==> config.mk <==
export PLATFORM = sky130hd
export DESIGN_NAME = mux8_scan_sequencer_flat
export DESIGN_NICKNAME = d
export VERILOG_FILES = /design/src/rtl/mux8_scan_sequencer_if.sv /design/src/rtl/mux8_scan_sequencer.sv /design/src/flat_wrapper.sv
export SDC_FILE = /design/constraint.sdc
export NUM_CORES = 1
export LEC_CHECK = 0
export CAP_MARGIN = 20
export CORE_MARGIN = 2
export CORE_UTILIZATION = 60
export CTS_BUF_LIST = sky130_fd_sc_hd__clkbuf_8
export DETAILED_ROUTE_END_ITERATION = 16
export GPL_TIMING_DRIVEN = 0
export MAX_ROUTING_LAYER = met4
export PLACE_DENSITY = 0.93
export REMOVE_ABC_BUFFERS = 1
export SYNTH_ARGS = -nofsm -noshare
export SYNTH_HDL_FRONTEND = slang
export SYNTH_SLANG_ARGS = --single-unit
==> constraint.sdc <==
create_clock -name clk -period 4.5 [get_ports clk]
set_input_delay 0.675 -clock clk [delete_from_list [all_inputs] [get_ports clk]]
set_output_delay 0.675 -clock clk [all_outputs]
set_load 0.03 [all_outputs]
==> src/rtl/mux8_scan_sequencer_if.sv <==
// Signal bundle between the scan sequencer (master) and the 8:1 select tree side (slave).
interface mux8_scan_sequencer_if;
  logic       start;
  logic       y_in;
  logic       s0;
  logic       s1;
  logic       s2;
  logic [7:0] data;
  logic       valid;
  logic       busy;

  modport master (
    input  start,
    input  y_in,
    output s0,
    output s1,
    output s2,
    output data,
    output valid,
    output busy
  );

  modport slave (
    output start,
    output y_in,
    input  s0,
    input  s1,
    input  s2,
    input  data,
    input  valid,
    input  busy
  );
endinterface

==> src/rtl/mux8_scan_sequencer.sv <==
// Walks the 8:1 select tree through channels 0..7, samples y_in after settling, emits an 8-bit word.
// Define MUX8_SCAN_CONTINUOUS_EN to restart a scan immediately after each completion.
module mux8_scan_sequencer #(
  parameter int unsigned SETTLE_CYCLES = 2,
  parameter int unsigned CNT_W         = 4
) (
  input logic                   clk,
  input logic                   rst,
  mux8_scan_sequencer_if.master bus
);

  localparam logic [CNT_W-1:0] CntLast = CNT_W'(SETTLE_CYCLES - 1);

  typedef enum logic [1:0] {StIdle, StScan, StDone} state_e;

  state_e           state_q, state_d;
  logic [2:0]       sel_q, sel_d;
  logic [CNT_W-1:0] cnt_q, cnt_d;
  logic [7:0]       shift_q, shift_d;
  logic [7:0]       data_q, data_d;
  logic             valid_q, valid_d;
  logic             busy_q, busy_d;

  always_ff @(posedge clk or posedge rst) begin
    if (rst) begin
      state_q <= StIdle;
      sel_q   <= 3'd0;
      cnt_q   <= '0;
      shift_q <= 8'h00;
      data_q  <= 8'h00;
      valid_q <= 1'b0;
      busy_q  <= 1'b0;
    end else begin
      state_q <= state_d;
      sel_q   <= sel_d;
      cnt_q   <= cnt_d;
      shift_q <= shift_d;
      data_q  <= data_d;
      valid_q <= valid_d;
      busy_q  <= busy_d;
    end
  end

  always_comb begin
    state_d = state_q;
    sel_d   = sel_q;
    cnt_d   = cnt_q;
    shift_d = shift_q;
    data_d  = data_q;
    valid_d = 1'b0;
    busy_d  = busy_q;
    unique case (state_q)
      StIdle: begin
        sel_d  = 3'd0;
        busy_d = 1'b0;
        if (bus.start) begin
          state_d = StScan;
          cnt_d   = '0;
          busy_d  = 1'b1;
        end
      end
      StScan: begin
        if (cnt_q != CntLast) begin
          cnt_d = cnt_q + 1'b1;
        end else begin
          // Final settle edge for this channel: capture the tree output.
          shift_d[sel_q] = bus.y_in;
          cnt_d          = '0;
          if (sel_q != 3'd7) begin
            sel_d = sel_q + 3'd1;
          end else begin
            state_d = StDone;
            data_d  = shift_d;
            valid_d = 1'b1;
          end
        end
      end
      StDone: begin
`ifdef MUX8_SCAN_CONTINUOUS_EN
        state_d = StScan;
        sel_d   = 3'd0;
        cnt_d   = '0;
        busy_d  = 1'b1;
`else
        state_d = StIdle;
        sel_d   = 3'd0;
        busy_d  = 1'b0;
`endif
      end
      default: begin
        state_d = StIdle;
        sel_d   = 3'd0;
        busy_d  = 1'b0;
      end
    endcase
  end

  assign bus.s0    = sel_q[0];
  assign bus.s1    = sel_q[1];
  assign bus.s2    = sel_q[2];
  assign bus.data  = data_q;
  assign bus.valid = valid_q;
  assign bus.busy  = busy_q;

endmodule
==> src/flat_wrapper.sv <==
// flat-port wrapper written by rule: the top's interface ports become plain ports
module mux8_scan_sequencer_flat 
#(
  parameter int unsigned SETTLE_CYCLES = 2,
  parameter int unsigned CNT_W         = 4
)
  (clk, rst, bus_start, bus_y_in, bus_s0, bus_s1, bus_s2, bus_data, bus_valid, bus_busy);
  mux8_scan_sequencer_if bus_i ();
  input logic clk;
  input logic rst;
  input wire logic [$bits(bus_i.start)-1:0] bus_start;
  input wire logic [$bits(bus_i.y_in)-1:0] bus_y_in;
  output wire logic [$bits(bus_i.s0)-1:0] bus_s0;
  output wire logic [$bits(bus_i.s1)-1:0] bus_s1;
  output wire logic [$bits(bus_i.s2)-1:0] bus_s2;
  output wire logic [$bits(bus_i.data)-1:0] bus_data;
  output wire logic [$bits(bus_i.valid)-1:0] bus_valid;
  output wire logic [$bits(bus_i.busy)-1:0] bus_busy;
  assign bus_i.start = bus_start;
  assign bus_i.y_in = bus_y_in;
  assign bus_s0 = bus_i.s0;
  assign bus_s1 = bus_i.s1;
  assign bus_s2 = bus_i.s2;
  assign bus_data = bus_i.data;
  assign bus_valid = bus_i.valid;
  assign bus_busy = bus_i.busy;
  mux8_scan_sequencer #(.SETTLE_CYCLES(SETTLE_CYCLES), .CNT_W(CNT_W)) u_core (.clk(clk), .rst(rst), .bus(bus_i));
endmodule
==> results.txt, run 1 <==
n_diodes: 0
Clock Tree Buf Depth: 2
Seq cells post-synth: 27
post-layout min period: 2.27 ns
CP required: 3.83 ns
max-cap violation count: 0
RePlAce Congestion: 0.745
Pint: 0.630 mW
slew margin rel.: 67.7%
pin count of the biggest net entering global routing: 28
final hold slack: 0.511 ns
crit path capture: bus_s0
setup violators final: 0
CTS tree: done
fin. max-slew vios: 0
CP Capture Type: output port
Yosys top cell area share: 51.5%
DR vias/cell: 5.68
ANT nets after route: 0
Crit Path Class: reg2out
Worst EP arrival: 1.60 ns
CP Buf/Inv Count: 1
Netlist cell types: 24
clk_lat worst skew: 0.27 ns
sequential share of the synthesized area: 51.5%
Final Hold Viols: 0
post-synth top area cell: dfrtp_1
row count: 16
initial core utilization: 64.9%
top cells by area, synth: dfrtp_1 (51%), mux2_2 (18%), ha_1 (3.8%)
PortBufs: 16
Routed WL: 2320 um
Logic pwr share: 45.0%
initial antenna violation count: 0
crit path cell chain: clkdlybuf4s50_1
die area: 0.00258 mm^2
Post-CTS Setup Inserts: 0
Tcrit/Tclk final: 50.5%
Max VDD drop: 0.000454 V
Overflow after GRT: 0
CP Launch Type: flop
CP Launch Point: u_core.sel_q[0]
H-tree levels: 1
Syn-to-layout area delta: 18.4%
vias in the first global route: 930
fmax: 0.440 GHz
ys async rst share: 100%
Clk network pwr share: 13.0%
# resized after CTS: 0
global-route wire length before repair: 4040 um
CTS root buffer: clkbuf_8
RR Startpoint: u_core.cnt_q[1]
CTS hold repair buffers: 0
drt pass-1 iters: 4
Hold WC Path Type: reg2reg
setup TNS: 0 ns
synth warn: 0
syn avg cell area: 12.2 um^2
outcome: complete, no violations
critical path fanouts, max: 11
sequential group share of total power: 42.0%
routed length per instance: 15.4 um
Syn Inst Count: 108
routed via count: 852
multi-input logic area: 597 um^2
most numerous cell in the Yosys netlist: dfrtp_1
layout cells sized above 1: 22.8%
core area: 0.00202 mm^2
Slowest cell on crit path: clkdlybuf4s50_1
Layout Nets: 132
ys flop type: dfrtp_1
Reg2Reg Setup Slack: 2.46 ns
Final Skew: 0.00199 ns
number of flops mapped to enable cells by yosys: 0
RR Endpoint: u_core.bus.data[2]
CTS Buf Count: 3
DRT iter0 DRCs: 6
gr usage total: 22.3%
Sw Ratio: 38.5%
Psw: 0.394 mW
Top delay family on crit path: buffers and inverters
RSZ-0062 raised after global routing: no
mapped cell area: 0.00131 mm^2
Sequential Area: 676 um^2
Die W: 50.8 um
# IOs: 17
Leak: 0.690 nW
pwr dens: 659 mW/mm^2
clk sinks: 27
stages on the worst setup path: 1
number of fill cells in the layout: 136
DRC viols: 0
synth cell count leaders: dfrtp_1 (27), mux2_2 (21), nor2_1 (7)
Clk pin slew, worst setup/hold paths: 0.09 ns
Max stage delay on crit path: 0.75 ns
FF-to-FF path depth: 5
height of the die: 50.8 um
Worst Tran Pin Value: 0.483 ns
HPWL Detailed: 1600 um
[cell families after synthesis]
logic type      synth area share (%)
mux                             21.8
fa+ha+maj                       3.81
buf+inv                         3.05
compound gates                  3.43
xor+xnor                        1.33
flops                           51.5
simple gates                    15.1
[worst register-to-register path: cells and delay by family (launching register included)]
family / cells / cell delay, ns
flip-flops: 1 / 0.41
adder cells (fa/ha/maj): 1 / 0.16
multiplexers: 1 / 0.40
buffers and inverters: 1 / 0.07
AND/OR/NAND/NOR: 2 / 0.89
[how the worst min path moves through the flow]
stage | from | endpoint | depth (start not counted)
2_1_floorplan | u_core.shift_q[7] | u_core.shift_q[7] | 1
3_3_place_gp | u_core.shift_q[7] | u_core.shift_q[7] | 1
3_5_place_dp | u_core.shift_q[0] | u_core.shift_q[0] | 1
4_1_cts | u_core.shift_q[1] | u_core.shift_q[1] | 1
5_1_grt | u_core.shift_q[6] | u_core.shift_q[6] | 1
6_report | u_core.shift_q[1] | u_core.shift_q[1] | 1
[power groups by stage]
stage / clock, mW / combinational [mW] / sequential [mW]
global route: 0.145 / 0.510 / 0.447
detailed placement: 0 / 0.460 / 0.433
floorplan: 0 / 0.246 / 0.491
CTS: 0.139 / 0.465 / 0.429
global placement: 0 / 0.437 / 0.425
finish: 0.134 / 0.461 / 0.430
[layout by cell type, fill, tap and decap left out]
cell type	synthesis	routed
nand3_1	2	2
ha_1	4	4
nor3_1	3	3
clkdlybuf4s50_1	0	16
dfrtp_1	27	27
nor4b_2	1	1
mux2i_1	5	5
o31ai_1	1	1
mux2_2	21	21
clkbuf_8	0	3
o21ai_0	6	6
o21bai_1	1	1
nor3_4	1	1
buf_16	0	1
nand2b_1	2	2
xnor2_1	1	1
nor3b_1	6	6
nand3b_1	3	3
nand2_1	3	3
nand4bb_1	1	1
nor2b_1	1	1
xor2_1	1	1
or2_2	1	1
nor2_1	7	7
inv_1	4	5
[registers in the layout, summed over array words and instances, names as in the netlist]
name              cells
u_core.bus.busy       1
u_core.sel_q          3
u_core.state_q        2
u_core.cnt_q          4
u_core.shift_q        8
u_core.bus.data       8
u_core.bus.valid      1
[layer usage]
| layer | global-route usage, % | wire [um] |
|---|---|---|
| met1 | 23.3 | 961 |
| met2 | 41.4 | 1260 |
| met3 | 2.68 | 51 |
| met4 | 10.4 | 46 |
| met5 | - | 0 |
[final cells by class]
type	instances	share of cell area [%]
flip-flops and latches	27	43.5
multi-input cells	71	38.4
repair buffers	17	12.1
clock buffers	3	2.66
well taps	27	2.17
inverters	4	0.966
clock inverters	1	0.242
[metrics by stage]
stage / power (mW) / instance area, um^2 / worst slack, ns / instances / utilization (%)
2_1_floorplan: 0.737 / 1290 / 2.57 / 102 / -
3_3_place_gp: 0.862 / 1480 / 2.46 / 145 / 73.3
3_5_place_dp: 0.893 / 1480 / 2.42 / 145 / 73.3
4_1_cts: 1.03 / 1530 / 2.23 / 149 / 75.5
5_1_grt: 1.10 / 1550 / 2.17 / 150 / 76.9
6_report: 1.02 / 1550 / 2.23 / 150 / 76.9
Note: power is estimated with default switching activity, not from simulation.
==> inputs of run 2 (changes only) <==
--- a/config.mk
+++ b/config.mk
@@ -7,12 +7,12 @@
 export LEC_CHECK = 0
 export CAP_MARGIN = 20
 export CORE_MARGIN = 2
-export CORE_UTILIZATION = 60
+export CORE_UTILIZATION = 56
 export CTS_BUF_LIST = sky130_fd_sc_hd__clkbuf_8
 export DETAILED_ROUTE_END_ITERATION = 16
 export GPL_TIMING_DRIVEN = 0
 export MAX_ROUTING_LAYER = met4
-export PLACE_DENSITY = 0.93
+export PLACE_DENSITY = 0.88
 export REMOVE_ABC_BUFFERS = 1
 export SYNTH_ARGS = -nofsm -noshare
 export SYNTH_HDL_FRONTEND = slang
==> constraint.sdc (replaced) <==
create_clock -name clk -period 2.2 [get_ports clk]
set_input_delay 0.33 -clock clk [delete_from_list [all_inputs] [get_ports clk]]
set_output_delay 0.33 -clock clk [all_outputs]
set_load 0.03 [all_outputs]
==> run 2 against run 1 <==
Net effect:
- sequential share of layout area decreased by 0.28 points
- final area grew 0.64%
- sequential power grew 100%
- setup slack lost 2.0 ns
- die area increased by 6.6%
- worst hold slack lost 0.23 ns
- clock skew is 0.0026 ns higher
- global-route usage decreased by 2.3 points
- non-clock buffer count rose by 1
- total power increased by 110%
- core utilization fell by 6.2 points
- critical endpoint is now u_core.bus.data[3]
- combinational power increased by 100%
- largest power group unchanged
- largest cell class unchanged
==> results.txt, run 2 (same netlist as run 1, synthesis figures left out) <==
slack of the critical path: 0.205 ns
critical path fanouts, max: 9
Clk pin slew, worst setup/hold paths: 0.09 ns
ANT nets after route: 0
crit path cell chain: inv_1 > ha_1 > nand4bb_1 > nor3_4 > buf_4 > mux2_2
post-layout min period: 2.00 ns
CP Capture Type: flop
CP Launch Type: flop
multi-input logic area: 597 um^2
global-route wire length before repair: 3860 um
met1 Usage GRT: 23.1%
Die W: 52.4 um
CTS hold repair buffers: 0
layout cells sized above 1: 24.2%
clk sinks: 27
most common cell after layout, fill and taps aside: dfrtp_1
routed via count: 839
Clock Tree Buf Depth: 2
Worst EP arrival: 2.16 ns
DRC viols: 0
pin count of the biggest net entering global routing: 28
clk_lat worst skew: 0.27 ns
fin cells: 152
Tcrit/Tclk final: 90.7%
Post-CTS Setup Inserts: 0
Sequential Area: 676 um^2
Final Skew: 0.00464 ns
Final Total Pwr: 2.10 mW
setup violators final: 0
n_diodes: 0
met3 GRT Util: 2.86%
HPWL Detailed: 1610 um
vias in the first global route: 864
Max VDD drop: 0.000822 V
setup TNS: 0 ns
height of the die: 52.4 um
post-place instance area: 0.00148 mm^2
RePlAce Congestion: 0.726
Leak: 0.694 nW
final hold slack: 0.282 ns
routed length per instance: 15.1 um
Top delay family on crit path: simple AND/OR/NAND/NOR gates
met2 Use GR: 34.6%
Hold WC Path Type: in2async
Worst Tran Pin Value: 0.475 ns
number of fill cells in the layout: 163
row count: 17
slew margin rel.: 68.2%
GR peak layer: met2
# IOs: 17
DRT iter0 DRCs: 11
initial core utilization: 59.3%
Crit Path Class: reg2reg
fin util: 70.7%
pwr dens: 1340 mW/mm^2
# resized after CTS: 0
Layout Nets: 133
Overflow after GRT: 0
fin. max-slew vios: 0
fin area: 0.00156 mm^2
CTS Buf Count: 3
die area: 0.00275 mm^2
most frequent cells in the layout: dfrtp_1 (27), mux2_2 (21), clkdlybuf4s50_1 (16)
H-tree levels: 1
Syn-to-layout area delta: 19.2%
Routed WL: 2290 um
core area: 0.00221 mm^2
gr usage total: 20.1%
Final Hold Viols: 0
PortBufs: 16
CP Buf/Inv Count: 2
max-cap violation count: 0
CTS root buffer: clkbuf_8
Slowest cell on crit path: dfrtp_1
outcome: complete, no violations
Placed Cells incl. Taps: 146
initial antenna violation count: 0
fmax: 0.501 GHz
RSZ-0062 raised after global routing: no
Max stage delay on crit path: 0.41 ns
Place WS: 0.131 ns
CP required: 2.37 ns
drt pass-1 iters: 4
CTS tree: done
DR vias/cell: 5.52
run 2: worst register-to-register path, cell delays in order, from the launching register on:
cell and delay [ns]:
dfrtp_1 0.41, inv_1 0.07, ha_1 0.16, nand4bb_1 0.40
nor3_4 0.29, buf_4 0.21, mux2_2 0.35
run 2: final cells by class:
type | instances | share of cell area [%]
flip-flops and latches | 27 | 43.2
multi-input cells | 71 | 38.2
repair buffers | 18 | 12.5
clock buffers | 3 | 2.64
well taps | 28 | 2.24
inverters | 4 | 0.960
clock inverters | 1 | 0.320
run 2: routing by layer:
metal | part of all wire, % | routed length [um]
met3 | 2.3 | 53
met5 | 0 | 0
met1 | 45 | 1030
met2 | 51 | 1170
met4 | 1.4 | 31
run 2: final timing paths:
check | startpoint | endpoint | slack (ns) | depth (start not counted)
max in group asynchronous | rst | u_core.cnt_q[3] | 1.52 | 3
max reg2reg | u_core.cnt_q[1] | u_core.bus.data[3] | 0.20 | 6
max | u_core.cnt_q[1] | u_core.bus.data[3] | 0.20 | 6
min | rst | u_core.state_q[1] | 0.28 | 2
min reg2reg | u_core.shift_q[3] | u_core.shift_q[3] | 0.52 | 1
min in group clk | u_core.shift_q[3] | u_core.shift_q[3] | 0.52 | 1
run 2: report_power, final:
group	switching (mW)	internal, mW
Combinational	0.463	0.479
Sequential	0.194	0.685
Clock	0.154	0.127
Total	0.811	1.29
